**src/rtl/dmem_mmio_responder.sv**
```systemverilog
// dmem_mmio_responder
// Memory-side responder for the processor data port. Low addresses pass
// straight through to a synchronous RAM. The top page holds a free-running
// cycle counter, a transmit FIFO, and its status register. Every read
// returns one cycle after its address, so RAM and MMIO look the same to
// the processor.
module dmem_mmio_responder #(
    parameter int                    ADDR_WIDTH = 12,
    parameter int                    DATA_WIDTH = 32,
    parameter logic [ADDR_WIDTH-1:0] MMIO_BASE  = 12'hF00,
    parameter int                    FIFO_DEPTH = 4
) (
    input  logic                  clock,
    input  logic                  reset,
    input  logic [ADDR_WIDTH-1:0] address_dmem,
    input  logic [DATA_WIDTH-1:0] data,
    input  logic                  wren,
    output logic [DATA_WIDTH-1:0] q_dmem,
    output logic [ADDR_WIDTH-1:0] ram_address,
    output logic [DATA_WIDTH-1:0] ram_data,
    output logic                  ram_wren,
    input  logic [DATA_WIDTH-1:0] ram_q,
    output logic                  tx_valid,
    output logic [DATA_WIDTH-1:0] tx_data,
    input  logic                  tx_ready
);

    localparam int PTR_W = $clog2(FIFO_DEPTH);
    localparam int CNT_W = PTR_W + 1;

    localparam logic [ADDR_WIDTH-1:0] OFF_CYCLE  = ADDR_WIDTH'(0);
    localparam logic [ADDR_WIDTH-1:0] OFF_TXDATA = ADDR_WIDTH'(1);
    localparam logic [ADDR_WIDTH-1:0] OFF_STATUS = ADDR_WIDTH'(2);

    // Address decode
    logic                  ram_hit;
    logic [ADDR_WIDTH-1:0] mmio_off;
    logic                  hit_cycle;
    logic                  hit_txdata;
    logic                  hit_status;

    assign ram_hit    = address_dmem < MMIO_BASE;
    assign mmio_off   = address_dmem - MMIO_BASE;
    assign hit_cycle  = !ram_hit && (mmio_off == OFF_CYCLE);
    assign hit_txdata = !ram_hit && (mmio_off == OFF_TXDATA);
    assign hit_status = !ram_hit && (mmio_off == OFF_STATUS);

    // The RAM sees the processor bus directly. Writes are gated off while
    // reset is held so that a reset cannot corrupt memory.
    assign ram_address = address_dmem;
    assign ram_data    = data;
    assign ram_wren    = wren & ram_hit & reset;

    // Transmit FIFO state
    logic [DATA_WIDTH-1:0] fifo_mem [FIFO_DEPTH];
    logic [PTR_W-1:0]      wr_ptr;
    logic [PTR_W-1:0]      rd_ptr;
    logic [CNT_W-1:0]      fifo_count;
    logic                  overflow;
    logic                  fifo_empty;
    logic                  fifo_full;
    logic                  push;
    logic                  pop;
    logic                  push_ok;
    logic                  push_drop;
    logic                  ovf_clr;

    assign fifo_empty = (fifo_count == '0);
    assign fifo_full  = (fifo_count == CNT_W'(FIFO_DEPTH));
    assign push       = wren & hit_txdata;
    assign pop        = tx_valid & tx_ready;
    // A push into a full FIFO still fits when the head leaves on the same edge.
    assign push_ok    = push & (!fifo_full | pop);
    assign push_drop  = push & fifo_full & !pop;
    assign ovf_clr    = wren & hit_status & data[2];

    assign tx_valid = !fifo_empty;
    assign tx_data  = tx_valid ? fifo_mem[rd_ptr] : '0;

    // Cycle counter next value: a write loads the counter, otherwise it increments
    logic [DATA_WIDTH-1:0] cycle_cnt;
    logic [DATA_WIDTH-1:0] cycle_next;

    assign cycle_next = (wren & hit_cycle) ? data : cycle_cnt + 1'b1;

    // Status word and MMIO read mux. A CYCLE read returns the value the counter holds after the address edge.
    logic [DATA_WIDTH-1:0] status;
    logic [DATA_WIDTH-1:0] mmio_rdata;

    always_comb begin
        // NOTE: every output gets a default first so that no path leaves it unassigned and infers a latch.
        status      = '0;
        status[0]   = fifo_empty;
        status[1]   = fifo_full;
        status[2]   = overflow;
        status[7:4] = 4'(fifo_count);
        mmio_rdata  = '0;
        if (hit_cycle) begin
            mmio_rdata = cycle_next;
        end else if (hit_status) begin
            mmio_rdata = status;
        end
    end

    // Register the decode select and MMIO read data to match RAM latency
    logic                  sel_ram_q;
    logic [DATA_WIDTH-1:0] mmio_q;

    always_ff @(posedge clock or negedge reset) begin
        // NOTE: state registers use non-blocking assignments so every flop samples pre-edge values.
        if (!reset) begin
            sel_ram_q <= 1'b0;
            mmio_q    <= '0;
            cycle_cnt <= '0;
        end else begin
            sel_ram_q <= ram_hit;
            mmio_q    <= mmio_rdata;
            cycle_cnt <= cycle_next;
        end
    end

    assign q_dmem = sel_ram_q ? ram_q : mmio_q;

    // FIFO storage: the entries hold data only and are not part of the reset
    always_ff @(posedge clock) begin
        // NOTE: storage is not reset; the pointers and count make stale entries invisible.
        if (push_ok) begin
            fifo_mem[wr_ptr] <= data;
        end
    end

    // FIFO pointers, occupancy, and the sticky overflow flag (set wins over clear)
    always_ff @(posedge clock or negedge reset) begin
        if (!reset) begin
            wr_ptr     <= '0;
            rd_ptr     <= '0;
            fifo_count <= '0;
            overflow   <= 1'b0;
        end else begin
            if (push_ok) begin
                wr_ptr <= wr_ptr + 1'b1;
            end
            if (pop) begin
                rd_ptr <= rd_ptr + 1'b1;
            end
            if (push_ok && !pop) begin
                fifo_count <= fifo_count + 1'b1;
            end else if (pop && !push_ok) begin
                fifo_count <= fifo_count - 1'b1;
            end
            if (push_drop) begin
                overflow <= 1'b1;
            end else if (ovf_clr) begin
                overflow <= 1'b0;
            end
        end
    end

endmodule

```
**config.mk**
```make
export PLATFORM = sky130hd
export DESIGN_NAME = dmem_mmio_responder
export DESIGN_NICKNAME = d
export VERILOG_FILES = /design/src/rtl/dmem_mmio_responder.sv
export SDC_FILE = /design/constraint.sdc
export NUM_CORES = 1
export LEC_CHECK = 0
export ABC_AREA = 1
export CAP_MARGIN = 25
export CELL_PAD_IN_SITES_DETAIL_PLACEMENT = 1
export CELL_PAD_IN_SITES_GLOBAL_PLACEMENT = 1
export CORE_ASPECT_RATIO = 0.7
export CORE_MARGIN = 4
export CORE_UTILIZATION = 43
export CTS_CLUSTER_DIAMETER = 150
export DETAILED_ROUTE_END_ITERATION = 16
export GPL_TIMING_DRIVEN = 1
export HOLD_SLACK_MARGIN = 0.1
export PLACE_DENSITY_LB_ADDON = 0.1
export SETUP_SLACK_MARGIN = 0.2
export SLEW_MARGIN = 20
export SYNTH_ARGS = -nofsm -noshare
export SYNTH_HDL_FRONTEND = slang
export SYNTH_SLANG_ARGS = --single-unit
```
**constraint.sdc**
```tcl
create_clock -name clock -period 8.2 [get_ports clock]
set_clock_uncertainty 0.05 [all_clocks]
set_input_delay 2.05 -clock clock [delete_from_list [all_inputs] [get_ports clock]]
set_output_delay 2.05 -clock clock [all_outputs]
set_load 0.01 [all_outputs]
```
==> results_dict.tcl <==
set metrics [dict create \
    worst_slack_ns 2.71 \
    critPathLaunchType "input port" \
    route.detailed.drc 0 \
    max_freq_mhz 182 \
    cpMostUsedCell "clkdlybuf4s50_1" \
    cts_max_level 1 \
    final_common_cell "nor2_1" \
    worstRegToRegCells 12 \
    hold_path.class "reg2reg" \
    drt_iter0_drc 533 \
    hpwl_mm 18.6 \
    synth_top_area_cell "edfxtp_1" \
    met1Wirelength_mm 13.0 \
    cellLeakagePower_nw 4.72 \
    ios 190 \
    rr_endpoint "fifo_count[2]" \
    powerDensity_nw_per_um2 259 \
    hold_end "mmio_q[2]" \
    synth_edf_count 128 \
    hold_violations 0 \
    path_cells "clkdlybuf4s50_1 -> clkdlybuf4s50_1" \
    synth_fp_nets 1051 \
    yosysSeqAreaShare_pct 60.1 \
    async_reset_ff_share_pct 36.3 \
    ys_warn_count 0 \
    setup_tns_ns 0 \
    synth_ff_type "edfxtp_1" \
    start_util_pct 43.7 \
    tritoncts "yes" \
    fin_crit_ns 5.49 \
    antenna_cells 0 \
    cts_sinks 201 \
    cp_top_family "buffers and inverters" \
    worst_setup_path_end_kind "output port" \
    irDropWorstVdd_mv 0.126 \
    wl_per_cell_um 19.7 \
    cts_hold_buffers 0 \
    period_share_pct 66.9 \
    die_area_um2 24400 \
    synth_cells 964 \
    syn_area_um2 9440 \
    drive_above_1_share_pct 8.53 \
    cp_max_fo 6 \
    slowest_stage "clkdlybuf4s50_1" \
    hold_ws_ns 0.446 \
    drv_slew 0 \
    cts-root-buf "clkbuf_16" \
    max_cap_violations 0 \
    ctsLongestPathBuffers 3 \
    post_cts.repair.setup_buffers 0 \
    worst_slew_pin_slew_ns 0.746 \
    placementRows 45 \
    grt_pass1_wl_mm 43.1 \
    ant_nets 0 \
    wl_met3_mm 1.52 \
    rrSetupSlack_ns 5.48 \
    die_w_um 185 \
    holdPathStages 2 \
    grt_usage_pct 22.5 \
    postLayoutCoreUtil_pct 55.2 \
    wl_mm 27.8 \
    rr_startpoint "fifo_count[0]" \
    clkLatencyLatePin_ns 0.51 \
    yosys.area.top_type_share_pct 40.7 \
    setup_viol 0 \
    outcome "complete, no violations" \
    met2WireLength_mm 12.7 \
    num_vias 7169 \
    drt_pass1_iterations 5 \
    synth_cell_type_count 34 \
    grt_start_max_net_pins 74 \
    arrival_ns 3.39 \
    min-delay-start "overflow" \
    overflow 0 \
    slew_headroom_pct 50.3 \
    grt_pass1_vias 7624 \
    place.port_buffers 189 \
    crit_type "in2out" \
    cpPeakStageDelay_ns 0.69 \
    syn_to_final_growth_pct 26.4 \
    path_clk_slew_ns 0.06 \
    nNetsFinal 1197 \
    place_ws_ns 2.69 \
    worstPathRequired_ns 6.10 \
    fillers 2433 \
    mostFrequentLayoutCells "nor2_1, clkdlybuf4s50_1, nand2_1, edfxtp_1, dfrtp_1" \
    post_cts_resized 0 \
    die_h_um 132 \
    synth.avg_cell_area_um2 9.79 \
    worst-path-buf-inv 2 \
    rsz0062_at_grt "false" \
    globalplace.congestion 0.885 \
    cts_buffers 21 \
    synth-seq-cells 201 \
    synthTopCellsByArea "edfxtp_1, dfrtp_1, nor2_1" \
    viasPerCell 5.10 \
    routed.top_layer "met4" \
    design.core.area_um2 21600 \
    antenna_found_initial 0 \
]
-- cells by family (layout without fill, tap and decap cells) --
| family | after synthesis | count (layout) | share of synthesized area [%] |
|---|---|---|---|
| xor+xnor | 17 | 17 | 1.58 |
| simple gates | 444 | 444 | 19.2 |
| buf+inv | 142 | 303 | 7.67 |
| flops | 201 | 201 | 60.1 |
| compound gates | 121 | 121 | 6.63 |
| mux | 32 | 32 | 3.82 |
| fa+ha+maj | 7 | 7 | 1.01 |
-- tightest hold or removal path, delay by kind of cell, from the launching register on --
family        cells  cell delay (ns)
simple gates      2             0.11
flops             1             0.34
-- power breakdown --
group	internal [mW]	switching [mW]	leakage [nW]
clock	0.473	0.393	0.294
sequential	1.12	0.0383	2.04
combinational	0.475	0.595	2.39
-- stage by stage --
stage / cell area, um^2 / std cells / total power [mW]
6_report: 11900 / 1407 / 3.09
5_1_grt: 11900 / 1407 / 3.27
4_1_cts: 11900 / 1405 / 3.10
3_5_place_dp: 11300 / 1367 / 2.24
3_3_place_gp: 11300 / 1367 / 2.21
2_1_floorplan: 9440 / 964 / 1.73
-- sequential cells by signal (all words and copies together) (netlist names) --
register and cells:
cycle_cnt 32, fifo_count 3, fifo_mem 128, mmio_q 32, overflow 1, rd_ptr 2, sel_ram_q 1, wr_ptr 2
-- how the worst max path moves through the flow --
stage,from,end,slack [ns],depth (start not counted)
floorplan,address_dmem[3],fifo_mem[0][0],3.69,5
global placement,wren,ram_wren,2.73,4
detailed placement,data[27],ram_data[27],2.69,2
CTS,data[27],ram_data[27],2.69,2
global route,address_dmem[8],ram_wren,2.65,5
finish,data[27],ram_data[27],2.71,2
-- metal layers --
metal,GRT usage (%),up-vias
met3,3.50,42
met4,4.24,0
met2,35.6,211
met5,0,-
li1,-,3400
met1,33.3,3516
-- Yosys cell counts (12+ instances only) --
| cell type | n |
|---|---|
| nand3_1 | 33 |
| or2_0 | 12 |
| o21ai_0 | 67 |
| buf_4 | 45 |
| inv_1 | 61 |
| mux2_2 | 32 |
| nand2_1 | 175 |
| dfrtp_1 | 73 |
| clkbuf_1 | 20 |
| edfxtp_1 | 128 |
| a21oi_1 | 40 |
| nor2_1 | 207 |
-- final cells by class --
class,count,area [um^2],area share (%)
clock buffers,27,548,4.59
clock inverters,11,55.1,0.461
well taps,282,353,2.96
flip-flops and latches,201,5670,47.5
inverters,64,240,2.01
multi-input cells,621,3060,25.6
repair buffers,201,2000,16.8
(Power assumes the default switching activity.)
